## src/rtl/grf_wb_arbiter.sv

```systemverilog
// Merges a never-stalled primary writeback and a FIFO-buffered secondary source onto the single GRF write port.
// Optional forwarding lookup is compiled in when GRF_WB_FWD_EN is defined.
module grf_wb_arbiter #(
    parameter int unsigned DEPTH = 4,
    parameter int unsigned AW    = 5,
    parameter int unsigned DW    = 32
) (
    input  logic                       clk,
    input  logic                       reset,
    input  logic                       pri_valid,
    input  logic [AW-1:0]              pri_addr,
    input  logic [DW-1:0]              pri_data,
    input  logic [DW-1:0]              pri_pc,
    input  logic                       sec_valid,
    output logic                       sec_ready,
    input  logic [AW-1:0]              sec_addr,
    input  logic [DW-1:0]              sec_data,
    input  logic [DW-1:0]              sec_pc,
    output logic                       wb_we,
    output logic [AW-1:0]              wb_waddr,
    output logic [DW-1:0]              wb_wdata,
    output logic [DW-1:0]              wb_iaddr,
`ifdef GRF_WB_FWD_EN
    input  logic [AW-1:0]              fwd_addr,
    output logic                       fwd_hit,
    output logic [DW-1:0]              fwd_data,
`endif
    output logic [$clog2(DEPTH):0]     fifo_count,
    output logic                       idle
);

    localparam int unsigned PW = $clog2(DEPTH);
    localparam int unsigned CW = PW + 1;

    typedef struct packed {
        logic [AW-1:0] addr;
        logic [DW-1:0] data;
        logic [DW-1:0] pc;
    } ent_t;

    logic [DEPTH-1:0] ent_valid_q, ent_valid_d;
    ent_t             ent_q [DEPTH];
    ent_t             ent_d [DEPTH];
    logic [PW-1:0]    rd_ptr_q, rd_ptr_d;
    logic [PW-1:0]    wr_ptr_q, wr_ptr_d;
    logic [CW-1:0]    count_q, count_d;
    logic             sec_ready_q, sec_ready_d;
    logic             idle_q, idle_d;
    logic             wb_we_q, wb_we_d;
    logic [AW-1:0]    wb_waddr_q, wb_waddr_d;
    logic [DW-1:0]    wb_wdata_q, wb_wdata_d;
    logic [DW-1:0]    wb_iaddr_q, wb_iaddr_d;

    logic pri_issue, push, pop;

    // Issue selection, kill of stale buffered results, FIFO bookkeeping
    always_comb begin
        ent_valid_d = ent_valid_q;
        ent_d       = ent_q;
        rd_ptr_d    = rd_ptr_q;
        wr_ptr_d    = wr_ptr_q;
        wb_we_d     = 1'b0;
        wb_waddr_d  = wb_waddr_q;
        wb_wdata_d  = wb_wdata_q;
        wb_iaddr_d  = wb_iaddr_q;

        pri_issue = pri_valid && (pri_addr != '0);
        push      = sec_valid && sec_ready_q && (sec_addr != '0);
        pop       = !pri_issue && (count_q != '0);

        if (pri_issue) begin
            wb_we_d    = 1'b1;
            wb_waddr_d = pri_addr;
            wb_wdata_d = pri_data;
            wb_iaddr_d = pri_pc;
            for (int i = 0; i < int'(DEPTH); i++) begin
                if (ent_q[i].addr == pri_addr) ent_valid_d[i] = 1'b0;
            end
        end else if (pop) begin
            if (ent_valid_q[rd_ptr_q]) begin
                wb_we_d    = 1'b1;
                wb_waddr_d = ent_q[rd_ptr_q].addr;
                wb_wdata_d = ent_q[rd_ptr_q].data;
                wb_iaddr_d = ent_q[rd_ptr_q].pc;
            end
            ent_valid_d[rd_ptr_q] = 1'b0;
            rd_ptr_d = PW'(rd_ptr_q + 1'b1);
        end

        // Same-cycle push is younger than the primary, so it is written after the kill
        if (push) begin
            ent_valid_d[wr_ptr_q] = 1'b1;
            ent_d[wr_ptr_q]       = '{addr: sec_addr, data: sec_data, pc: sec_pc};
            wr_ptr_d = PW'(wr_ptr_q + 1'b1);
        end

        count_d     = CW'(count_q + CW'(push) - CW'(pop));
        sec_ready_d = (count_d < CW'(DEPTH));
        idle_d      = (count_d == '0) && !wb_we_d;
    end

    always_ff @(posedge clk) begin
        if (reset) begin
            ent_valid_q <= '0;
            ent_q       <= '{default: '0};
            rd_ptr_q    <= '0;
            wr_ptr_q    <= '0;
            count_q     <= '0;
            sec_ready_q <= 1'b1;
            idle_q      <= 1'b1;
            wb_we_q     <= 1'b0;
            wb_waddr_q  <= '0;
            wb_wdata_q  <= '0;
            wb_iaddr_q  <= '0;
        end else begin
            ent_valid_q <= ent_valid_d;
            ent_q       <= ent_d;
            rd_ptr_q    <= rd_ptr_d;
            wr_ptr_q    <= wr_ptr_d;
            count_q     <= count_d;
            sec_ready_q <= sec_ready_d;
            idle_q      <= idle_d;
            wb_we_q     <= wb_we_d;
            wb_waddr_q  <= wb_waddr_d;
            wb_wdata_q  <= wb_wdata_d;
            wb_iaddr_q  <= wb_iaddr_d;
        end
    end

    assign sec_ready  = sec_ready_q;
    assign idle       = idle_q;
    assign fifo_count = count_q;
    assign wb_we      = wb_we_q;
    assign wb_waddr   = wb_waddr_q;
    assign wb_wdata   = wb_wdata_q;
    assign wb_iaddr   = wb_iaddr_q;

`ifdef GRF_WB_FWD_EN
    logic [PW-1:0] fwd_idx;

    // Scan oldest to youngest so the youngest valid FIFO match wins over the output register
    always_comb begin
        fwd_hit  = 1'b0;
        fwd_data = '0;
        fwd_idx  = '0;
        if (fwd_addr != '0) begin
            if (wb_we_q && (wb_waddr_q == fwd_addr)) begin
                fwd_hit  = 1'b1;
                fwd_data = wb_wdata_q;
            end
            for (int i = 0; i < int'(DEPTH); i++) begin
                fwd_idx = PW'(rd_ptr_q + PW'(i));
                if (ent_valid_q[fwd_idx] && (ent_q[fwd_idx].addr == fwd_addr)) begin
                    fwd_hit  = 1'b1;
                    fwd_data = ent_q[fwd_idx].data;
                end
            end
        end
    end
`endif

endmodule

```

## config.mk

```make
export PLATFORM = sky130hd
export DESIGN_NAME = grf_wb_arbiter
export DESIGN_NICKNAME = d
export VERILOG_FILES = /design/src/rtl/grf_wb_arbiter.sv
export SDC_FILE = /design/constraint.sdc
export NUM_CORES = 1
export LEC_CHECK = 0
export BUFFER_PORTS_ARGS = -buffer_cell sky130_fd_sc_hd__buf_2
export CAP_MARGIN = 20
export CORE_ASPECT_RATIO = 1.2
export CORE_MARGIN = 3
export CORE_UTILIZATION = 57
export DETAILED_ROUTE_END_ITERATION = 12
export PLACE_DENSITY = 0.81
export SYNTH_ARGS = -nofsm -noshare
export SYNTH_HDL_FRONTEND = slang
export SYNTH_SLANG_ARGS = --single-unit
```

## constraint.sdc

```tcl
create_clock -name clk -period 4.2 [get_ports clk]
set_input_delay 0.84 -clock clk [delete_from_list [all_inputs] [get_ports clk]]
set_output_delay 0.84 -clock clk [all_outputs]
set_load 0.005 [all_outputs]
```

# Word level (Yosys, flattened, before mapping)
# Cells that the tools add are included.
# totals
ff_bits	359
inputBits	142
out_inout_bits	75
wordCells	93
# op_classes
addsub	4
magnitude_cmp	8
eq_ne	4
muxes	31
bitwise	6
reduce_logical	18
# op_table
cell	n
$bwmux 276	1
$mux 69	3
$mux 32	6
$bmux 69 s2	1
$demux 69 s2	1
$eq 5x5->1	4
$mux 5	3
$mux 4	3
$mux 1	10
$reduce_bool 5->1	2
$logic_and 1x1->1	8
$ge 3x3->1 const B	2
$lt 2x3->1 const B	2
$not 2->3	2
$add 2x1->2 const B	2
$and 4x4->4	1
$demux 1 s2	2
$ge 2x1->1 const B	2
$not 4->4	1
$or 4x4->4	1
$reduce_and 2->1	2
$reduce_bool 2->1	2
$add 3x1->3	1
$logic_not 3->1	1
other kinds (7)	8

# Logic depth before layout (Yosys ltp)
# Gate-level depths: netlist of the first run.
# logic_depth
ltp_word	10
ltp_mapped	13
depth_no_buf	11

# Worst setup path after synthesis of the first run
# Ideal clock, no wire load.
# synth_timing
path_kind	input to register
startpoint	in pri_addr[2]
endpoint	reg sec_ready_q (netlist: sec_ready)
setup_time_ns	0.127
arrival_ns	3.066
t_required_ns	4.073
path_slack_ns	1.006
path_stages	12
path_buffers	2
cell_sequence	buf_2 > o31ai_1 > and3_1 > buf_2 > ha_1 > inv_1 > ha_1 > inv_1 > fa_1 > xor2_1 > xnor2_1 > or2_2
# synth_via
elab_chain_len	6
# synth_rtl
item	line	text
from (decl)	11	input logic [AW-1:0] pri_addr,
$reduce_bool 5->1	67	pri_issue = pri_valid && (pri_addr != '0);
$logic_and 1x1->1	67	
$logic_not 1->1	69	pop = !pri_issue && (count_q != '0);
$logic_and 1x1->1	69	
$sub 3x1->3	97	count_d = CW'(count_q + CW'(push) - CW'(pop));
$lt 3x3->1	98	sec_ready_d = (count_d < CW'(DEPTH));
to (signal assigned)	121	sec_ready_q <= sec_ready_d;
to (decl)	47	logic sec_ready_q, sec_ready_d;
# Every way passes these cells.
# A chain may end at the register's enable or synchronous reset.

# Worst setup path after layout of the first run
# layout_timing
startpoint	in sec_addr[1]
endpoint	reg sec_ready_q (netlist: sec_ready)
# layout_via
elab_chain_len	5
# layout_rtl
item	line	text
from (decl)	16	input logic [AW-1:0] sec_addr,
$reduce_bool 5->1	68	push = sec_valid && sec_ready_q && (sec_addr != '0);
$logic_and 1x1->1	68	
$add 3x1->3	97	
$sub 3x1->3	97	
$lt 3x3->1	98	
# Every way passes these cells.

==> impl_results.html, run 1 <==
<table>
<tr><th>Metric</th><th>Value</th></tr>
<tr><th colspan="2">Status</th></tr>
<tr><td>Status</td><td>completed</td></tr>
<tr><th colspan="2">Timing</th></tr>
<tr><td>Relative slew slack</td><td>0.263</td></tr>
<tr><td>Highest achievable clock rate</td><td>354 MHz</td></tr>
<tr><td>Setup Viol. Count Final</td><td>0</td></tr>
<tr><td>Tcrit/Tclk final</td><td>0.672</td></tr>
<tr><td>Setup Skew</td><td>0.0157 ns</td></tr>
<tr><td>Total Negative Setup Slacks</td><td>0 ns</td></tr>
<tr><td>Worst-margin pin slew</td><td>1.11 ns</td></tr>
<tr><td>Number of max-slew violations in the final report</td><td>0</td></tr>
<tr><td>RSZ-0062 raised after global routing</td><td>no</td></tr>
<tr><td>Shortest clock period the worst path allows after layout</td><td>2.82 ns</td></tr>
<tr><td>Total count of hold-check failures in the final report</td><td>0</td></tr>
<tr><th colspan="2">Synth</th></tr>
<tr><td>Number of distinct library cell variants in the gate-level netlist after synthesis</td><td>39</td></tr>
<tr><td>Async set-reset flop share out of synthesis</td><td>0</td></tr>
<tr><td>Fraction of the yosys area taken by sequential cells</td><td>0.472</td></tr>
<tr><td>Number of cells produced by synthesis</td><td>1785</td></tr>
<tr><td>Cell Area, Synth</td><td>15200 sq um</td></tr>
<tr><td>Synth warn</td><td>0</td></tr>
<tr><td>Average size of a mapped cell</td><td>8.52 sq um</td></tr>
<tr><td>Number of flops mapped to enable cells by yosys</td><td>0</td></tr>
<tr><td>Leading register cell type out of synthesis</td><td>sky130_fd_sc_hd__dfxtp_1</td></tr>
<tr><td>Net Count, Synth</td><td>1938</td></tr>
<tr><td>Yosys reg bits</td><td>359</td></tr>
<tr><th colspan="2">Pwr</th></tr>
<tr><td>Power Total</td><td>9.06 mW</td></tr>
<tr><td>Internal power contribution</td><td>6.30 mW</td></tr>
<tr><td>Power per cell area</td><td>518 nW/um^2</td></tr>
<tr><td>Worst voltage drop across the vdd grid</td><td>0.000361 V</td></tr>
<tr><td>Leakage Power</td><td>6.43 nW</td></tr>
<tr><td>Switching fraction of total power</td><td>0.305</td></tr>
<tr><td>Logic gate share of total power</td><td>0.228</td></tr>
<tr><td>Net switching power</td><td>2.76 mW</td></tr>
<tr><td>Reg power frac</td><td>0.438</td></tr>
<tr><td>Proportion of power drawn by the clock network</td><td>0.334</td></tr>
<tr><th colspan="2">Worst setup path</th></tr>
<tr><td>Kind of end point of the critical path</td><td>register</td></tr>
<tr><td>Required arrival time at the worst endpoint</td><td>4.59 ns</td></tr>
<tr><td>CP Data Arrival Time</td><td>3.21 ns</td></tr>
<tr><td>Startpoint class of the critical path</td><td>input port</td></tr>
<tr><td>Setup Crit Path Kind</td><td>input port to register</td></tr>
<tr><td>Peak fanout along the critical path</td><td>9</td></tr>
<tr><th colspan="2">Job</th></tr>
<tr><td>Max Cap Viol</td><td>0</td></tr>
<tr><th colspan="2">Global route</th></tr>
<tr><td>Global-route wire length before repair</td><td>65000 um</td></tr>
<tr><td>Vias in the first global route</td><td>13000</td></tr>
<tr><td>Remaining Overflow, GRT</td><td>0</td></tr>
<tr><td>All-Layer GR Usage</td><td>0.276</td></tr>
<tr><td>Largest net degree at the start of global routing</td><td>144</td></tr>
<tr><td>Initial antenna violation count</td><td>9</td></tr>
<tr><th colspan="2">Clocking</th></tr>
<tr><td>Post-CTS setup repair buffer count</td><td>0</td></tr>
<tr><td>Clock network latency to the later pin of the worst-skew pair</td><td>0.51 ns</td></tr>
<tr><td>Post-cts repair resize count</td><td>0</td></tr>
<tr><td>Register clock-pin slew on the reported worst setup and hold paths</td><td>0.06 ns</td></tr>
<tr><td>Total clock buffers created by CTS</td><td>36</td></tr>
<tr><td>Clk buf depth</td><td>3</td></tr>
<tr><td>CTS root buf</td><td>sky130_fd_sc_hd__clkbuf_16</td></tr>
<tr><td>Number of buffers inserted by hold repair at cts</td><td>0</td></tr>
<tr><td>CTS H-tree depth</td><td>2</td></tr>
<tr><td>Number of clock sinks</td><td>359</td></tr>
<tr><td>CTS tree</td><td>built</td></tr>
<tr><th colspan="2">Routing</th></tr>
<tr><td>Routed Wire Length</td><td>41200 um</td></tr>
<tr><td>Vias per std cell</td><td>5.80</td></tr>
<tr><td>Post-route DRC</td><td>0</td></tr>
<tr><td>Number of detailed-routing iterations run before antenna repair</td><td>5</td></tr>
<tr><td>Initial DRC Count</td><td>1105</td></tr>
<tr><td>Via count</td><td>13200</td></tr>
<tr><td>DRT antenna net count</td><td>0</td></tr>
<tr><td>Wire length per cell after detailed routing</td><td>18.1 um</td></tr>
<tr><th colspan="2">Floorplanning</th></tr>
<tr><td>Core region area</td><td>25900 sq um</td></tr>
<tr><td>Starting density of the core</td><td>0.588</td></tr>
<tr><td>Die Wd</td><td>155 um</td></tr>
<tr><td>FP Rows</td><td>64</td></tr>
<tr><td>Floorplan die area</td><td>28700 sq um</td></tr>
<tr><td>Die Ht</td><td>185 um</td></tr>
<tr><td>Count of pins on the block boundary</td><td>217</td></tr>
<tr><th colspan="2">Final layout</th></tr>
<tr><td>Total Nets Final</td><td>2068</td></tr>
<tr><td>Layout cells sized above 1</td><td>0.214</td></tr>
<tr><td>Fillers</td><td>2085</td></tr>
<tr><td>Post-synthesis to final-layout area growth</td><td>15.0%</td></tr>
<tr><th colspan="2">Min path</th></tr>
<tr><td>Worst min-delay path category</td><td>register to register</td></tr>
<tr><th colspan="2">Place</th></tr>
<tr><td>Routability Congestion</td><td>0.844</td></tr>
<tr><td>Number of port buffers</td><td>216</td></tr>
<tr><td>Total half-perimeter wirelength after legalization and detailed placement</td><td>25000 um</td></tr>
</table>
==> cells by family after synthesis <==
kind of cell	Yosys count	share of synthesized area
AND/OR/NAND/NOR	851	0.243
flip-flops	359	0.472
AO/OA/AOI/OAI	300	0.105
buffers and inverters	168	0.0507
XOR/XNOR	24	0.0138
multiplexers	72	0.105
adder cells (fa/ha/maj)	11	0.00954
==> final cells by class <==
cell class | count | area [sq um] | area share
Multi-Input combinational cell | 1258 | 7300 | 0.417
Clock buffer | 55 | 1050 | 0.0602
Clock inverter | 8 | 47.5 | 0.00272
Timing Repair Buffer | 243 | 1390 | 0.0797
Tap cell | 330 | 413 | 0.0236
Inverter | 17 | 63.8 | 0.00365
Sequential cell | 359 | 7190 | 0.411
Antenna cell | 9 | 22.5 | 0.00129
==> sequential cells by signal, indices dropped and copies added, names as in the netlist <==
name	cells
wb_iaddr	32
sec_ready	1
wb_wdata	32
ent_q	276
rd_ptr_q	2
fifo_count	3
idle	1
wb_we	1
ent_valid_q	4
wb_waddr	5
wr_ptr_q	2
==> power by group through the flow <==
stage	sequential, mW	clock (mW)	combinational (mW)
floorplan	3.98	0	1.43
detailed placement	4.04	0	2.06
CTS	3.97	3.06	2.06
global placement	4.02	0	2.01
global route	4.01	3.19	2.25
finish	3.97	3.02	2.07
==> critical path, stage by stage <==
cell and delay [ns]:
sky130_fd_sc_hd__buf_2 0.13, sky130_fd_sc_hd__nor4_4 0.26, sky130_fd_sc_hd__buf_4 0.26, sky130_fd_sc_hd__a21o_1 0.23, sky130_fd_sc_hd__ha_1 0.25, sky130_fd_sc_hd__inv_1 0.06, sky130_fd_sc_hd__ha_1 0.13, sky130_fd_sc_hd__inv_1 0.05
sky130_fd_sc_hd__fa_1 0.40, sky130_fd_sc_hd__xor2_1 0.16, sky130_fd_sc_hd__xnor2_1 0.14, sky130_fd_sc_hd__or2_2 0.29
==> cells in the final DEF, fill, tap and decap left out, types with 16 or more instances in the layout <==
master                        n
sky130_fd_sc_hd__nand2_1    556
sky130_fd_sc_hd__dfxtp_1    357
sky130_fd_sc_hd__a21oi_1    276
sky130_fd_sc_hd__buf_2      215
sky130_fd_sc_hd__nor2_1     142
sky130_fd_sc_hd__mux4_2      70
sky130_fd_sc_hd__nor4_1      56
sky130_fd_sc_hd__nor3_1      47
sky130_fd_sc_hd__clkbuf_16   37
sky130_fd_sc_hd__nor3_2      20
sky130_fd_sc_hd__buf_4       19
sky130_fd_sc_hd__inv_1       16
==> layer usage <==
| layer | track usage | wire length (um) |
|---|---|---|
| met4 | 0.0926 | 1010 |
| met3 | 0.0439 | 3240 |
| met2 | 0.483 | 20600 |
| met5 | 0 | 30 |
| met1 | 0.349 | 16400 |
==> synth_stat cells, types with 4 or more instances <==
library cell | count | area (sq um)
sky130_fd_sc_hd__xnor2_1 | 15 | 131
sky130_fd_sc_hd__buf_2 | 67 | 335
sky130_fd_sc_hd__o22ai_1 | 4 | 25.0
sky130_fd_sc_hd__a21oi_1 | 276 | 1380
sky130_fd_sc_hd__nand3_1 | 8 | 40.0
sky130_fd_sc_hd__mux4_2 | 70 | 1580
sky130_fd_sc_hd__nor3_1 | 47 | 235
sky130_fd_sc_hd__nor4_2 | 15 | 188
sky130_fd_sc_hd__dfxtp_1 | 359 | 7190
sky130_fd_sc_hd__buf_6 | 5 | 56.3
sky130_fd_sc_hd__nand2_1 | 556 | 2090
sky130_fd_sc_hd__buf_4 | 5 | 37.5
sky130_fd_sc_hd__nor4_1 | 56 | 350
sky130_fd_sc_hd__a211o_1 | 8 | 70.1
sky130_fd_sc_hd__a211oi_2 | 4 | 50.1
sky130_fd_sc_hd__xor2_1 | 9 | 78.8
sky130_fd_sc_hd__nor3_2 | 20 | 200
sky130_fd_sc_hd__buf_1 | 4 | 15.0
sky130_fd_sc_hd__inv_1 | 16 | 60.1
sky130_fd_sc_hd__clkbuf_1 | 70 | 263
sky130_fd_sc_hd__nor2_1 | 142 | 533
sky130_fd_sc_hd__ha_1 | 10 | 125
==> worst paths after layout <==
path / startpoint / to / slack [ns] / cells after the start
worst min-delay path: ent_q[21]$_SDFFE_PP0P_ / ent_q[21]$_SDFFE_PP0P_ / 0.45 / 2
worst min register to register: ent_q[21]$_SDFFE_PP0P_ / ent_q[21]$_SDFFE_PP0P_ / 0.45 / 2
worst max register to register: rd_ptr_q[1]$_SDFFE_PP0P_ / wb_waddr[2]$_SDFFE_PP0P_ / 1.47 / 5
worst max-delay path: sec_addr[1] / sec_ready$_SDFF_PP1_ / 1.38 / 12
==> through the flow <==
stage | area, sq um | hold WS (ns) | std cells | utilization | worst slack [ns]
after global routing | 17500 | 0.466 | 2276 | 0.676 | 1.23
after detailed placement | 16400 | 0.443 | 2207 | 0.633 | 0.866
final | 17500 | 0.451 | 2279 | 0.676 | 1.38
after CTS | 17500 | 0.452 | 2270 | 0.675 | 1.40
after global placement | 16400 | 0.438 | 2207 | 0.633 | 0.907
after floorplan | 15200 | 0.433 | 1785 | - | 1.01
Power figures use the tool's default switching activity.
==> run 2: changes to the inputs <==
==> constraint.sdc (replaced) <==
create_clock -name clk -period 2.75 [get_ports clk]
set_input_delay 0.55 -clock clk [delete_from_list [all_inputs] [get_ports clk]]
set_output_delay 0.55 -clock clk [all_outputs]
set_load 0.005 [all_outputs]
==> run 2 against run 1 <==
Against the previous run: clock skew is 0.0014 ns higher; critical path type is now register to register; largest cell class unchanged; wire length hardly changed; critical endpoint unchanged; count of clock-buffer cells in the layout decreased by 7.
==> impl_results.html, run 2 (same netlist as run 1, synthesis figures left out) <==
<table>
<tr><th>Metric</th><th>Value</th></tr>
<tr><th colspan="2">Timing</th></tr>
<tr><td>Shortest clock period the worst path allows after layout</td><td>2.58 ns</td></tr>
<tr><td>Setup Viol. Count Final</td><td>0 (unchanged)</td></tr>
<tr><td>Number of max-slew violations in the final report</td><td>0 (unchanged)</td></tr>
<tr><td>RSZ-0062 raised after global routing</td><td>no (unchanged)</td></tr>
<tr><td>Worst-case hold slack</td><td>0.299 ns (was 0.451 ns)</td></tr>
<tr><td>Total count of hold-check failures in the final report</td><td>0 (unchanged)</td></tr>
<tr><td>Highest achievable clock rate</td><td>387 MHz</td></tr>
<tr><td>Worst-margin pin slew</td><td>1.01 ns (was 1.11 ns)</td></tr>
<tr><td>Relative slew slack</td><td>0.326 (was 0.263)</td></tr>
<tr><td>Setup Skew</td><td>0.0171 ns (was 0.0157 ns)</td></tr>
<tr><td>Tcrit/Tclk final</td><td>0.940</td></tr>
<tr><th colspan="2">Worst setup path</th></tr>
<tr><td>R2R Setup Slk</td><td>0.17 ns (was 1.47 ns)</td></tr>
<tr><td>Startpoint class of the critical path</td><td>register (was input port)</td></tr>
<tr><td>Reg-to-Reg Start</td><td>fifo_count[1]$_SDFF_PP0_ (was rd_ptr_q[1]$_SDFFE_PP0P_)</td></tr>
<tr><td>FF-to-FF path depth</td><td>10 (was 5)</td></tr>
<tr><td>Required arrival time at the worst endpoint</td><td>3.15 ns (was 4.59 ns)</td></tr>
<tr><td>Peak fanout along the critical path</td><td>4 (was 9)</td></tr>
<tr><td>CP Data Arrival Time</td><td>2.98 ns (was 3.21 ns)</td></tr>
<tr><td>Setup Crit Path Kind</td><td>register to register (was input port to register)</td></tr>
<tr><td>Kind of end point of the critical path</td><td>register (unchanged)</td></tr>
<tr><td>Endpoint of the most critical register-to-register path</td><td>sec_ready$_SDFF_PP1_ (was wb_waddr[2]$_SDFFE_PP0P_)</td></tr>
<tr><th colspan="2">Place</th></tr>
<tr><td>Routability Congestion</td><td>0.792 (was 0.844)</td></tr>
<tr><td>Post-placement cell count</td><td>2224 (was 2207)</td></tr>
<tr><td>Placed cell areas</td><td>16600 sq um (was 16400 sq um)</td></tr>
<tr><td>Total half-perimeter wirelength after legalization and detailed placement</td><td>24300 um (was 25000 um)</td></tr>
<tr><td>Number of port buffers</td><td>216 (unchanged)</td></tr>
<tr><th colspan="2">Clocking</th></tr>
<tr><td>Register clock-pin slew on the reported worst setup and hold paths</td><td>0.06 ns (about the same)</td></tr>
<tr><td>Post-CTS setup repair buffer count</td><td>0 (unchanged)</td></tr>
<tr><td>Clk buf depth</td><td>3 (unchanged)</td></tr>
<tr><td>Number of clock sinks</td><td>359 (unchanged)</td></tr>
<tr><td>Number of buffers inserted by hold repair at cts</td><td>0 (unchanged)</td></tr>
<tr><td>Clock network latency to the later pin of the worst-skew pair</td><td>0.52 ns (was 0.51 ns)</td></tr>
<tr><td>CTS tree</td><td>built (unchanged)</td></tr>
<tr><td>CTS H-tree depth</td><td>2 (unchanged)</td></tr>
<tr><td>CTS root buf</td><td>sky130_fd_sc_hd__clkbuf_16 (unchanged)</td></tr>
<tr><td>Post-cts repair resize count</td><td>0 (unchanged)</td></tr>
<tr><td>Total clock buffers created by CTS</td><td>36 (unchanged)</td></tr>
<tr><th colspan="2">Final layout</th></tr>
<tr><td>Layout cells sized above 1</td><td>0.226 (was 0.214)</td></tr>
<tr><td>Fillers</td><td>1959 (was 2085)</td></tr>
<tr><td>Util after Layout</td><td>0.690 (was 0.676)</td></tr>
<tr><td>Total area of sequential cells</td><td>7190 sq um (unchanged)</td></tr>
<tr><td>Largest Register</td><td>ent_q (unchanged)</td></tr>
<tr><td>Final cell count without fillers</td><td>2291 (was 2279)</td></tr>
<tr><td>Final Instance Area</td><td>17800 sq um (was 17500 sq um)</td></tr>
<tr><td>Total Nets Final</td><td>2085 (was 2068)</td></tr>
<tr><td>Largest register FFs</td><td>276 (unchanged)</td></tr>
<tr><td>Most frequent cells in the layout</td><td>556 x sky130_fd_sc_hd__nand2_1, 357 x sky130_fd_sc_hd__dfxtp_1, 276 x sky130_fd_sc_hd__a21oi_1 (unchanged)</td></tr>
<tr><td>Most common cell after layout, fill and taps aside</td><td>sky130_fd_sc_hd__nand2_1 (unchanged)</td></tr>
<tr><td>Post-synthesis to final-layout area growth</td><td>17.2% (was 15.0%)</td></tr>
<tr><td>Multi-input logic area</td><td>7320 sq um (was 7300 sq um)</td></tr>
<tr><th colspan="2">Global route</th></tr>
<tr><td>All-Layer GR Usage</td><td>0.283 (was 0.276)</td></tr>
<tr><td>Initial antenna violation count</td><td>7 (was 9)</td></tr>
<tr><td>Global-route wire length before repair</td><td>66600 um (was 65000 um)</td></tr>
<tr><td>Remaining Overflow, GRT</td><td>0 (unchanged)</td></tr>
<tr><td>Largest net degree at the start of global routing</td><td>88 (was 144)</td></tr>
<tr><td>Vias in the first global route</td><td>13200 (was 13000)</td></tr>
<tr><th colspan="2">Routing</th></tr>
<tr><td>DRT antenna net count</td><td>0 (unchanged)</td></tr>
<tr><td>Wire length per cell after detailed routing</td><td>18.0 um (was 18.1 um)</td></tr>
<tr><td>Number of detailed-routing iterations run before antenna repair</td><td>7 (was 5)</td></tr>
<tr><td>Via count</td><td>13300 (was 13200)</td></tr>
<tr><td>Post-route DRC</td><td>0 (unchanged)</td></tr>
<tr><td>Vias per std cell</td><td>5.79 (was 5.80)</td></tr>
<tr><td>Routed Wire Length</td><td>41200 um (about the same)</td></tr>
<tr><td>Initial DRC Count</td><td>1091 (was 1105)</td></tr>
<tr><th colspan="2">Min path</th></tr>
<tr><td>Worst min-delay path category</td><td>input port to register (was register to register)</td></tr>
<tr><td>Startpoint of the tightest hold check path</td><td>sec_pc[7] (was ent_q[21]$_SDFFE_PP0P_)</td></tr>
<tr><td>Count of cells along the worst hold path</td><td>3 (was 2)</td></tr>
<tr><td>End point of the worst hold path</td><td>ent_q[145]$_SDFFE_PP0P_ (was ent_q[21]$_SDFFE_PP0P_)</td></tr>
<tr><th colspan="2">Status</th></tr>
<tr><td>Status</td><td>completed (unchanged)</td></tr>
<tr><th colspan="2">Floorplanning</th></tr>
<tr><td>Count of pins on the block boundary</td><td>217 (unchanged)</td></tr>
<tr><td>Starting density of the core</td><td>0.588 (unchanged)</td></tr>
<tr><td>Floorplan die area</td><td>28700 sq um (unchanged)</td></tr>
<tr><td>Core region area</td><td>25900 sq um (unchanged)</td></tr>
<tr><td>FP Rows</td><td>64 (unchanged)</td></tr>
<tr><td>Die Ht</td><td>185 um (unchanged)</td></tr>
<tr><td>Die Wd</td><td>155 um (unchanged)</td></tr>
<tr><th colspan="2">Job</th></tr>
<tr><td>Max Cap Viol</td><td>0 (unchanged)</td></tr>
<tr><th colspan="2">Pwr</th></tr>
<tr><td>Power per cell area</td><td>807 nW/um^2 (was 518 nW/um^2)</td></tr>
<tr><td>Leakage Power</td><td>6.60 nW (was 6.43 nW)</td></tr>
<tr><td>Worst voltage drop across the vdd grid</td><td>0.000543 V (was 0.000361 V)</td></tr>
</table>
## run 2: final cells by class
type,count,share of cell area
Clock buffer,48,0.0570
Inverter,17,0.00358
Timing Repair Buffer,260,0.0895
Antenna cell,5,0.000702
Tap cell,330,0.0231
Sequential cell,359,0.403
Clock inverter,14,0.0124
Multi-Input combinational cell,1258,0.410
## run 2: routing by layer
layer / track usage / wire length, um / up-vias
met5: 0 / 28 / -
met4: 0.106 / 1150 / 6
met3: 0.0498 / 3440 / 89
met2: 0.493 / 20600 / 593
met1: 0.353 / 16000 / 6267
li1: - / - / 6319
## run 2: stage by stage
stage	power (mW)	setup TNS, ns	setup WS, ns
floorplan	8.27	0	0.0187
global placement	9.26	-0.00210	-0.00210
global route	15.0	0	0.0645
finish	14.4	0	0.165
CTS	14.4	0	0.156
detailed placement	9.37	-0.0552	-0.0339
## run 2: worst max path at each step
stage                             startpoint                        to  slack, ns  cells after the start
finish              fifo_count[1]$_SDFF_PP0_      sec_ready$_SDFF_PP1_       0.17                     10
global route        fifo_count[1]$_SDFF_PP0_  fifo_count[2]$_SDFF_PP0_       0.06                     11
CTS                 fifo_count[1]$_SDFF_PP0_      sec_ready$_SDFF_PP1_       0.16                     10
floorplan                        sec_addr[4]      sec_ready$_SDFF_PP1_       0.02                     10
global placement                 sec_addr[4]      sec_ready$_SDFF_PP1_     -0.002                     11
detailed placement               sec_addr[4]      sec_ready$_SDFF_PP1_      -0.03                     11
## run 2: critical path: stages (launching register included)
cell and delay [ns]:
sky130_fd_sc_hd__dfxtp_1 0.36, sky130_fd_sc_hd__or3_1 0.48, sky130_fd_sc_hd__and3_1 0.20, sky130_fd_sc_hd__ha_1 0.27
sky130_fd_sc_hd__inv_1 0.06, sky130_fd_sc_hd__ha_1 0.13, sky130_fd_sc_hd__inv_1 0.05, sky130_fd_sc_hd__fa_2 0.33
sky130_fd_sc_hd__xor2_1 0.16, sky130_fd_sc_hd__xnor2_1 0.14, sky130_fd_sc_hd__or2_2 0.29
## run 2: power by group
group / internal, mW / leakage (nW) / switching [mW]
sequential: 5.73 / 2.93 / 0.291
combinational: 1.31 / 3.08 / 1.96
clock: 3.08 / 0.598 / 2.03
total: 10.1 / 6.60 / 4.28
